$ cat config.mk
export PLATFORM = sky130hd
export DESIGN_NAME = alu_writeback_flat
export DESIGN_NICKNAME = d
export VERILOG_FILES = /design/src/rtl/alu_writeback_pkg.sv /design/src/rtl/alu_writeback_if.sv /design/src/rtl/alu_writeback_wb_fifo.sv /design/src/rtl/alu_writeback.sv /design/src/flat_wrapper.sv
export SDC_FILE = /design/constraint.sdc
export NUM_CORES = 1
export LEC_CHECK = 0
export CAP_MARGIN = 20
export CORE_UTILIZATION = 35
export DETAILED_ROUTE_END_ITERATION = 7
export GPL_ROUTABILITY_DRIVEN = 0
export PLACE_DENSITY = 0.62
export SLEW_MARGIN = 20
export SYNTH_ARGS = -nofsm -noshare
export SYNTH_HDL_FRONTEND = slang
export SYNTH_HIERARCHICAL = 1
export SYNTH_SLANG_ARGS = --single-unit
$ cat constraint.sdc
create_clock -name clk3 -period 6.65 [get_ports clk3]
set_input_delay 0.665 -clock clk3 [delete_from_list [all_inputs] [get_ports clk3]]
set_output_delay 0.665 -clock clk3 [all_outputs]
set_load 0.01 [all_outputs]
$ cat src/rtl/alu_writeback_pkg.sv
// Shared definitions for the ALU write-back stage: opcode encoding, legal-op decode and
// default widths.
package alu_writeback_pkg;

    localparam int DATA_W_DEF   = 8;
    localparam int RF_AW_DEF    = 4;
    localparam int WB_DEPTH_DEF = 2;

    typedef enum logic [3:0] {
        ALUOP_ADD  = 4'b0000,
        ALUOP_AND  = 4'b0001,
        ALUOP_OR   = 4'b0010,
        ALUOP_ROR  = 4'b0011,
        ALUOP_NOT  = 4'b0100,
        ALUOP_XOR  = 4'b0101,
        ALUOP_ROL  = 4'b0110,
        ALUOP_SWAP = 4'b0111,
        ALUOP_SUB  = 4'b1000
    } aluop_e;

    // ROL has an encoding but is unsupported by this stage, so it decodes as illegal.
    function automatic logic is_legal_op(input logic [3:0] op);
        logic legal;
        case (op)
            ALUOP_ADD, ALUOP_SUB, ALUOP_AND, ALUOP_OR,
            ALUOP_XOR, ALUOP_NOT, ALUOP_ROR, ALUOP_SWAP: legal = 1'b1;
            default:                                     legal = 1'b0;
        endcase
        return legal;
    endfunction

endpackage

$ cat src/rtl/alu_writeback_if.sv
// Issue bus, registered ALU result bus and register-file write handshake of the write-back stage.
interface alu_writeback_if
    import alu_writeback_pkg::*;
#(
    parameter int DATA_W = DATA_W_DEF,
    parameter int RF_AW  = RF_AW_DEF
) ();

    logic              issue_valid;
    logic [3:0]        issue_op;
    logic [RF_AW-1:0]  issue_dst;
    logic              issue_wr_w;
    logic              issue_wr_f;
    logic              issue_upd_c;
    logic              issue_upd_z;
    logic              stall_o;

    logic              alu_cout;
    logic              aluz;
    logic [DATA_W-1:0] aluout;

    logic              rf_wvalid;
    logic [RF_AW-1:0]  rf_waddr;
    logic [DATA_W-1:0] rf_wdata;
    logic              rf_wready;

    modport master (
        output issue_valid, issue_op, issue_dst, issue_wr_w, issue_wr_f, issue_upd_c, issue_upd_z,
        output alu_cout, aluz, aluout, rf_wready,
        input  stall_o, rf_wvalid, rf_waddr, rf_wdata
    );

    modport slave (
        input  issue_valid, issue_op, issue_dst, issue_wr_w, issue_wr_f, issue_upd_c, issue_upd_z,
        input  alu_cout, aluz, aluout, rf_wready,
        output stall_o, rf_wvalid, rf_waddr, rf_wdata
    );

endinterface

$ cat src/rtl/alu_writeback_wb_fifo.sv
// Small synchronous FIFO with occupancy count; a push into a full FIFO is accepted only
// when a pop happens in the same cycle.
module wb_fifo #(
    parameter int  DEPTH = 2,
    parameter int  WIDTH = 12,
    localparam int CW    = $clog2(DEPTH + 1),
    localparam int PW    = (DEPTH > 1) ? $clog2(DEPTH) : 1
) (
    input  logic             clk,
    input  logic             rst_n,
    input  logic             push,
    input  logic [WIDTH-1:0] push_data,
    input  logic             pop,
    output logic [WIDTH-1:0] pop_data,
    output logic             full,
    output logic             empty,
    output logic [CW-1:0]    count
);

    logic [WIDTH-1:0] mem [DEPTH];
    logic [PW-1:0]    wr_ptr;
    logic [PW-1:0]    rd_ptr;
    logic             do_push;
    logic             do_pop;

    function automatic logic [PW-1:0] next_ptr(input logic [PW-1:0] p);
        return (p == PW'(DEPTH - 1)) ? '0 : p + PW'(1);
    endfunction

    assign full     = (count == CW'(DEPTH));
    assign empty    = (count == '0);
    assign do_pop   = pop && !empty;
    assign do_push  = push && (!full || do_pop);
    assign pop_data = mem[rd_ptr];

    // NOTE: state registers use non-blocking assignments so every flop samples pre-edge values.
    always_ff @(posedge clk or negedge rst_n) begin
        if (!rst_n) begin
            wr_ptr <= '0;
            rd_ptr <= '0;
            count  <= '0;
        end else begin
            if (do_push) wr_ptr <= next_ptr(wr_ptr);
            if (do_pop)  rd_ptr <= next_ptr(rd_ptr);
            case ({do_push, do_pop})
                2'b10:   count <= count + CW'(1);
                2'b01:   count <= count - CW'(1);
                default: ;
            endcase
        end
    end

    // NOTE: storage is not reset; an entry is only visible through pop_data once count covers it.
    always_ff @(posedge clk) begin
        if (do_push) mem[wr_ptr] <= push_data;
    end

endmodule

$ cat src/rtl/alu_writeback.sv
// ALU write-back stage: aligns the issue tag with the one-cycle-late ALU result, retires it
// into W, the C/Z flags and a register-file write FIFO, and forwards carry to the ALU.
module alu_writeback
    import alu_writeback_pkg::*;
#(
    parameter int DATA_W   = DATA_W_DEF,
    parameter int RF_AW    = RF_AW_DEF,
    parameter int WB_DEPTH = WB_DEPTH_DEF
) (
    input  logic              clk3,
    input  logic              resetn,
    alu_writeback_if.slave    bus,
    output logic              status0,
    output logic [DATA_W-1:0] w_reg,
    output logic              status_c,
    output logic              status_z,
    output logic              illegal_op,
    output logic              drop_err
);

    localparam int CW = $clog2(WB_DEPTH + 1);

    typedef struct packed {
        logic             valid;
        logic [3:0]       op;
        logic [RF_AW-1:0] dst;
        logic             wr_w;
        logic             wr_f;
        logic             upd_c;
        logic             upd_z;
    } tag_t;

    tag_t                      tag;
    logic                      tag_legal;
    logic                      retire;
    logic                      issue_accept;
    logic                      fifo_full;
    logic                      fifo_empty;
    logic [CW-1:0]             fifo_count;
    logic [RF_AW+DATA_W-1:0]   fifo_head;

    assign tag_legal    = is_legal_op(tag.op);
    assign retire       = tag.valid && tag_legal;
    assign issue_accept = bus.issue_valid && !bus.stall_o;

    // Reserve a slot for the op in flight so an accepted op always finds room at retire.
    assign bus.stall_o = fifo_full ||
                         (tag.valid && tag.wr_f && (fifo_count == CW'(WB_DEPTH - 1)));

    // Forward the retiring carry so a back-to-back ROR sees it before status_c updates.
    assign status0 = (retire && tag.upd_c) ? bus.alu_cout : status_c;

    always_ff @(posedge clk3 or negedge resetn) begin
        if (!resetn) begin
            tag <= '0;
        end else begin
            tag.valid <= issue_accept;
            if (issue_accept) begin
                tag.op    <= bus.issue_op;
                tag.dst   <= bus.issue_dst;
                tag.wr_w  <= bus.issue_wr_w;
                tag.wr_f  <= bus.issue_wr_f;
                tag.upd_c <= bus.issue_upd_c;
                tag.upd_z <= bus.issue_upd_z;
            end
        end
    end

    always_ff @(posedge clk3 or negedge resetn) begin
        if (!resetn) begin
            w_reg      <= '0;
            status_c   <= 1'b0;
            status_z   <= 1'b0;
            illegal_op <= 1'b0;
            drop_err   <= 1'b0;
        end else begin
            illegal_op <= tag.valid && !tag_legal;
            if (bus.issue_valid && bus.stall_o) drop_err <= 1'b1;
            if (retire) begin
                if (tag.wr_w)  w_reg    <= bus.aluout;
                if (tag.upd_c) status_c <= bus.alu_cout;
                if (tag.upd_z) status_z <= bus.aluz;
            end
        end
    end

    wb_fifo #(
        .DEPTH (WB_DEPTH),
        .WIDTH (RF_AW + DATA_W)
    ) u_wb_fifo (
        .clk       (clk3),
        .rst_n     (resetn),
        .push      (retire && tag.wr_f),
        .push_data ({tag.dst, bus.aluout}),
        .pop       (bus.rf_wvalid && bus.rf_wready),
        .pop_data  (fifo_head),
        .full      (fifo_full),
        .empty     (fifo_empty),
        .count     (fifo_count)
    );

    assign bus.rf_wvalid = !fifo_empty;
    assign bus.rf_waddr  = fifo_head[RF_AW+DATA_W-1:DATA_W];
    assign bus.rf_wdata  = fifo_head[DATA_W-1:0];

endmodule
$ cat src/flat_wrapper.sv
// flat-port wrapper written by rule: the top's interface ports become plain ports
module alu_writeback_flat import alu_writeback_pkg::*;
#(
    parameter int DATA_W   = DATA_W_DEF,
    parameter int RF_AW    = RF_AW_DEF,
    parameter int WB_DEPTH = WB_DEPTH_DEF
)
  (clk3, resetn, status0, w_reg, status_c, status_z, illegal_op, drop_err, bus_issue_valid, bus_issue_op, bus_issue_dst, bus_issue_wr_w, bus_issue_wr_f, bus_issue_upd_c, bus_issue_upd_z, bus_alu_cout, bus_aluz, bus_aluout, bus_rf_wready, bus_stall_o, bus_rf_wvalid, bus_rf_waddr, bus_rf_wdata);
  alu_writeback_if #(.DATA_W(DATA_W), .RF_AW(RF_AW)) bus_i ();
  input  logic clk3;
  input  logic resetn;
  output logic status0;
  output logic [DATA_W-1:0] w_reg;
  output logic status_c;
  output logic status_z;
  output logic illegal_op;
  output logic drop_err;
  input wire logic [$bits(bus_i.issue_valid)-1:0] bus_issue_valid;
  input wire logic [$bits(bus_i.issue_op)-1:0] bus_issue_op;
  input wire logic [$bits(bus_i.issue_dst)-1:0] bus_issue_dst;
  input wire logic [$bits(bus_i.issue_wr_w)-1:0] bus_issue_wr_w;
  input wire logic [$bits(bus_i.issue_wr_f)-1:0] bus_issue_wr_f;
  input wire logic [$bits(bus_i.issue_upd_c)-1:0] bus_issue_upd_c;
  input wire logic [$bits(bus_i.issue_upd_z)-1:0] bus_issue_upd_z;
  input wire logic [$bits(bus_i.alu_cout)-1:0] bus_alu_cout;
  input wire logic [$bits(bus_i.aluz)-1:0] bus_aluz;
  input wire logic [$bits(bus_i.aluout)-1:0] bus_aluout;
  input wire logic [$bits(bus_i.rf_wready)-1:0] bus_rf_wready;
  output wire logic [$bits(bus_i.stall_o)-1:0] bus_stall_o;
  output wire logic [$bits(bus_i.rf_wvalid)-1:0] bus_rf_wvalid;
  output wire logic [$bits(bus_i.rf_waddr)-1:0] bus_rf_waddr;
  output wire logic [$bits(bus_i.rf_wdata)-1:0] bus_rf_wdata;
  assign bus_i.issue_valid = bus_issue_valid;
  assign bus_i.issue_op = bus_issue_op;
  assign bus_i.issue_dst = bus_issue_dst;
  assign bus_i.issue_wr_w = bus_issue_wr_w;
  assign bus_i.issue_wr_f = bus_issue_wr_f;
  assign bus_i.issue_upd_c = bus_issue_upd_c;
  assign bus_i.issue_upd_z = bus_issue_upd_z;
  assign bus_i.alu_cout = bus_alu_cout;
  assign bus_i.aluz = bus_aluz;
  assign bus_i.aluout = bus_aluout;
  assign bus_i.rf_wready = bus_rf_wready;
  assign bus_stall_o = bus_i.stall_o;
  assign bus_rf_wvalid = bus_i.rf_wvalid;
  assign bus_rf_waddr = bus_i.rf_waddr;
  assign bus_rf_wdata = bus_i.rf_wdata;
  alu_writeback #(.DATA_W(DATA_W), .RF_AW(RF_AW), .WB_DEPTH(WB_DEPTH)) u_core (.clk3(clk3), .resetn(resetn), .bus(bus_i), .status0(status0), .w_reg(w_reg), .status_c(status_c), .status_z(status_z), .illegal_op(illegal_op), .drop_err(drop_err));
endmodule
==> impl_metrics.toml, run 1 <==
[synthesis]
ys.warnings.count = 6
async_flop_share_pct = 54.7
synth_edf_count = 24
synth_largest_area_cell = "dfrtp_1"
synth_area_leaders = "dfrtp_1 (34%), edfxtp_1 (34%), mux2_2 (13%)"
synth-seq-cells = 53
netlist_instances = 128
ys_types = 30
ys.flop_type = "dfrtp_1"
yosysMostFrequentCell = "dfrtp_1"
syn_area_sq_um = 2130
synth_top_area_share_pct = 34.1
syn_nets = 154
ys_seq_area_share_pct = 68.0
syn_area_per_cell_sq_um = 16.6
synthTopCellsByCount = "dfrtp_1 (29), mux2_2 (25), edfxtp_1 (24)"

[sta]
maxSlewHeadroom_pct = 30.7
hold_violations = 0
hold_slack_ns = 0.480
maxSlewViolCount = 0
fin_setup_tns_ns = 0
post-route-period-util_pct = 41.5
finalCriticalPeriod_ns = 2.76
fmax_mhz = 362
fin_skew_ns = 0.00434
rsz0062_at_grt = "false"
tightest_slew_ns = 1.04
setup_viol = 0

[flow_run]
cap_violations = 0

[final_layout]
drive_above_1_share_pct = 25.8
final-seq-area_sq_um = 1450
synthToLayoutAreaGrowth_pct = 31.4
multi_input_area_sq_um = 622
nets = 211
largest_reg_flops = 24
n_fill_cell = 521
final_cells = 261
antenna_cells = 0

[power_and_ir_drop]
p_per_area_nw_per_um2 = 388
power_mw = 1.08
vdd_ir_drop_max_mv = 0.175
leakage_nw = 1.09

[clock_tree]
htreeDepth = 2
holdBufCountCts = 0
cts_root_buf = "clkbuf_8"
cts_made_buffers = 5
clockBufferDepth = 2
post_cts_resized = 0
postCtsSetupBuffers = 0
clk_latency_ns = 0.30
cts_sinks = 53
clk_pin_slew_ns = 0.09
cts_tree = "done"

[detailed_routing]
vias_per_cell = 4.67
vias = 1220
routed_wl_mm = 3.86
avgRoutedWirePerCell_um = 14.8
drt_iter0_markers = 61
drc_errors = 0
antenna_left = 0
firstDrtPassIters = 2

[die]
die_w_um = 80.0
rows = 28
die_h_um = 80.0
dieArea_sq_um = 6390
core-area_sq_um = 5890
start_util_pct = 36.1
io_pins = 53

[worst_setup_path]
reg2reg_depth = 5
cp_max_fo = 4
critPathCaptureType = "output pin"
reg2reg_from = "u_core/tag[8]"
arrival_ns = 2.09
worst_ep_required_time_ns = 5.98
startpoint_type = "register"
critPathKind = "reg2out"
startpoint = "u_core/tag[8]"

[hold_path]
hold_class = "reg2reg"
worstHoldStart = "u_core/drop_err"
min_path_cells = 1

[global_routing]
grt-ovfl-total = 0
grt_max_degree = 30
antenna_found_initial = 0
grt_pass1_vias = 1259
grt_pass1_wl_mm = 6.23
grtUsageTotal_pct = 13.4

[placed_design]
portBuffers = 52
hpwlAfterDp_mm = 2.67
post-place-cells = 253

[outcome]
status = "finished, final reports clean"
## placed cells by master (no fill, tap or decap)
| cell type | instances |
|---|---|
| xor2_1 | 1 |
| or3b_1 | 1 |
| clkinv_2 | 2 |
| or2_2 | 1 |
| buf_4 | 1 |
| or2_1 | 1 |
| and2_1 | 1 |
| o21ai_0 | 2 |
| a21oi_1 | 3 |
| nor3_1 | 1 |
| and3_2 | 1 |
| dfrtp_1 | 29 |
| mux2_4 | 9 |
| a21o_2 | 1 |
| a22oi_1 | 1 |
| a41o_1 | 1 |
| xnor2_1 | 2 |
| nand4_2 | 1 |
| nor2_1 | 4 |
| clkdlybuf4s50_1 | 52 |
| nand2b_1 | 1 |
| nand2_1 | 2 |
| clkbuf_8 | 5 |
| nand2_2 | 1 |
| nor2b_1 | 2 |
| o21ai_1 | 1 |
| nand4_1 | 2 |
| edfxtp_1 | 24 |
| inv_1 | 6 |
| clkbuf_1 | 1 |
| mux2_2 | 25 |
| and4_2 | 1 |
## layer usage
layer	part of all wire, %	GRT usage, %	vias to the layer above
met5	0	0	-
met4	1.8	5.89	0
met3	7.3	4.34	7
met2	47	21.7	46
met1	44	16.3	591
li1	-	-	576
## path summary, 6_finish.rpt
kind	end	slack, ns
max in group asynchronous	u_core/illegal_op	5.62
worst min register to register	u_core/drop_err	0.48
worst max-delay path	status0	3.89
worst max register to register	u_core/u_wb_fifo/mem[0][11]	3.99
min in group asynchronous	u_core/status_c	0.75
worst min-delay path	u_core/drop_err	0.48
## power by group
| part | internal (mW) | total, mW | switching (mW) |
|---|---|---|---|
| sequential | 0.440 | 0.508 | 0.0683 |
| clock | 0.0731 | 0.170 | 0.0970 |
| combinational | 0.253 | 0.405 | 0.153 |
## cell families after synthesis
family | count (synthesis) | synth area share, %
flops | 53 | 68.0
compound gates | 9 | 2.65
simple gates | 20 | 5.77
mux | 34 | 19.6
xor+xnor | 3 | 1.24
buf+inv | 9 | 2.76
## worst max-delay path: stages (launching register included)
cell	delay, ns
dfrtp_1	0.41
o21ai_0	0.43
nand4_1	0.16
mux2_2	0.26
clkdlybuf4s50_1	0.54
## cell type report
class,count,share of cell area [%]
flip-flops and latches,53,51.7
multi-input cells,66,22.2
clock inverters,2,0.358
well taps,75,3.36
clock buffers,6,2.60
inverters,6,0.806
repair buffers,53,18.9
## per-stage QoR
stage | instance area [sq um] | setup WS, ns | util, %
final | 2800 | 3.89 | 47.5
after global routing | 2800 | 3.70 | 47.5
after CTS | 2800 | 3.87 | 47.5
after detailed placement | 2710 | 3.74 | 46.1
after global placement | 2710 | 3.86 | 46.1
after floorplan | 2130 | 4.51 | -
Note: power is estimated with default switching activity, not from simulation.
==> run 2, diff against run 1 <==
==> constraint.sdc (replaced) <==
create_clock -name clk3 -period 2.75 [get_ports clk3]
set_input_delay 0.275 -clock clk3 [delete_from_list [all_inputs] [get_ports clk3]]
set_output_delay 0.275 -clock clk3 [all_outputs]
set_load 0.01 [all_outputs]
==> run 2 against run 1 <==
Net effect:
- first-iteration DRC count fell by 44%
- power rose to 2.6 times the previous value
- clock skew rose by 0.0055 ns
- combinational power rose by 140%
- critical path depth did not move
- setup slack got worse by 3.5 ns
- clock-buffer cell count fell by 1
- largest power group unchanged
==> impl_metrics.toml, run 2 (same netlist as run 1, synthesis figures left out) <==
[final_layout]
nets = 212
final_common_cell = "clkdlybuf4s50_1"
final_cells = 262
antenna_cells = 0
final_cell_mix = "clkdlybuf4s50_1 (52), dfrtp_1 (29), mux2_2 (25)"
synthToLayoutAreaGrowth_pct = 34.4
drive_above_1_share_pct = 26.7
n_fill_cell = 507
largest_reg_flops = 24
final_area_sq_um = 2860

[clock_tree]
post_cts_resized = 0
cts_made_buffers = 5
clockBufferDepth = 2
htreeDepth = 2
postCtsSetupBuffers = 0
clk_pin_slew_ns = 0.10
clk_latency_ns = 0.30
cts_tree = "done"
cts_sinks = 53
holdBufCountCts = 0
cts_root_buf = "clkbuf_8"

[sta]
tightest_slew_ns = 0.714
rsz0062_at_grt = "false"
maxSlewViolCount = 0
hold_violations = 0
post-route-period-util_pct = 85.3
finalCriticalPeriod_ns = 2.35
fmax_mhz = 426
fin_skew_ns = 0.00988
fin_setup_tns_ns = 0
setup_viol = 0
maxSlewHeadroom_pct = 52.4
hold_slack_ns = 0.356

[power_and_ir_drop]
pwr-share-comb_pct = 34.6
seq_power_share_pct = 43.4
pwr-share-clk_pct = 21.9
vdd_ir_drop_max_mv = 0.388
p_sw_uw = 784
leakage_nw = 1.12
power_mw = 2.83
swShare_pct = 27.7
intPower_mw = 2.04
p_per_area_nw_per_um2 = 989

[detailed_routing]
firstDrtPassIters = 4
routed_wl_mm = 3.81
vias_per_cell = 4.63
antenna_left = 0
vias = 1212
drc_errors = 0
avgRoutedWirePerCell_um = 14.5
drt_iter0_markers = 34

[die]
die_w_um = 80.0
core-area_sq_um = 5890
die_h_um = 80.0
io_pins = 53
rows = 28
dieArea_sq_um = 6390
start_util_pct = 36.1

[placed_design]
post_dp_cell_area_sq_um = 2720
hpwlAfterDp_mm = 2.67
portBuffers = 52
post-place-cells = 254

[worst_setup_path]
critPathCaptureType = "output pin"
startpoint_type = "register"
reg2reg_depth = 4
arrival_ns = 2.07
cp_max_fo = 4
critPathKind = "reg2out"
slowest_stage = "clkdlybuf4s50_1"
cpPeakStageDelay_ns = 0.54
worst_ep_required_time_ns = 2.48
path_cells = "o21ai_0 > nand4_1 > mux2_2 > clkdlybuf4s50_1"

[global_routing]
grt-ovfl-total = 0
grtUsageTotal_pct = 13.2
grt_pass1_vias = 1361
grt_pass1_wl_mm = 6.31
grt_max_degree = 30
antenna_found_initial = 0

[hold_path]
hold_class = "in2async"

[outcome]
status = "finished, final reports clean"

[flow_run]
cap_violations = 0
==> run 2: cell types whose count changed in the layout (fill, tap and decap cells not counted) <==
cell | before | now
bufinv_16 | 0 | 2
clkbuf_1 | 1 | 0
buf_4 | 1 | 2
inv_6 | 0 | 1
clkinv_2 | 2 | 0
==> run 2: path summary, 6_finish.rpt <==
| path | start | endpoint | slack, ns |
|---|---|---|---|
| setup / recovery | u_core/tag[8] | status0 | 0.40 |
| hold / removal | resetn | u_core/tag[7] | 0.36 |
| setup reg to reg | u_core/tag[8] | u_core/u_wb_fifo/mem[1][8] | 0.65 |
| hold reg to reg | u_core/drop_err | u_core/drop_err | 0.47 |
| max in group asynchronous | resetn | u_core/tag[5] | 2.11 |
| min in group clk3 | u_core/drop_err | u_core/drop_err | 0.47 |
==> run 2: per-layer routing <==
layer	vias up	global-route usage, %	wire (um)
met5	-	0	0
met4	0	5.54	17
met3	2	3.54	286
met2	45	23.2	1920
met1	592	15.1	1580
li1	573	-	-
==> run 2: cell type report <==
| class | instances | area (sq um) | area share, % |
|---|---|---|---|
| Tap cell | 75 | 93.8 | 3.28 |
| Multi-Input combinational cell | 66 | 622 | 21.8 |
| Timing Repair Buffer | 54 | 536 | 18.7 |
| Inverter | 6 | 22.5 | 0.788 |
| Sequential cell | 53 | 1450 | 50.6 |
| Clock buffer | 5 | 68.8 | 2.41 |
| Clock inverter | 3 | 68.8 | 2.41 |
==> run 2: metrics by stage <==
stage,utilization (%),setup slack (ns)
2_1_floorplan,-,0.609
6_report,48.6,0.404
3_3_place_gp,46.2,0.701
3_5_place_dp,46.2,0.654
4_1_cts,48.6,0.386
5_1_grt,48.6,0.307
==> run 2: power by group through the flow <==
stage                     Clock (mW)  Sequential [mW]  Combinational (mW)
after floorplan                    0             1.23               0.535
after global placement             0             1.23               0.970
after detailed placement           0             1.25               0.991
after CTS                      0.636             1.23               0.993
after global routing           0.667             1.27                1.06
final                          0.620             1.23               0.979
==> run 2: critical path: cells and delay by family (launching register included) <==
family	cells	cell delay, ns
compound gates	1	0.38
buf+inv	1	0.54
flops	1	0.41
mux	1	0.27
simple gates	1	0.18
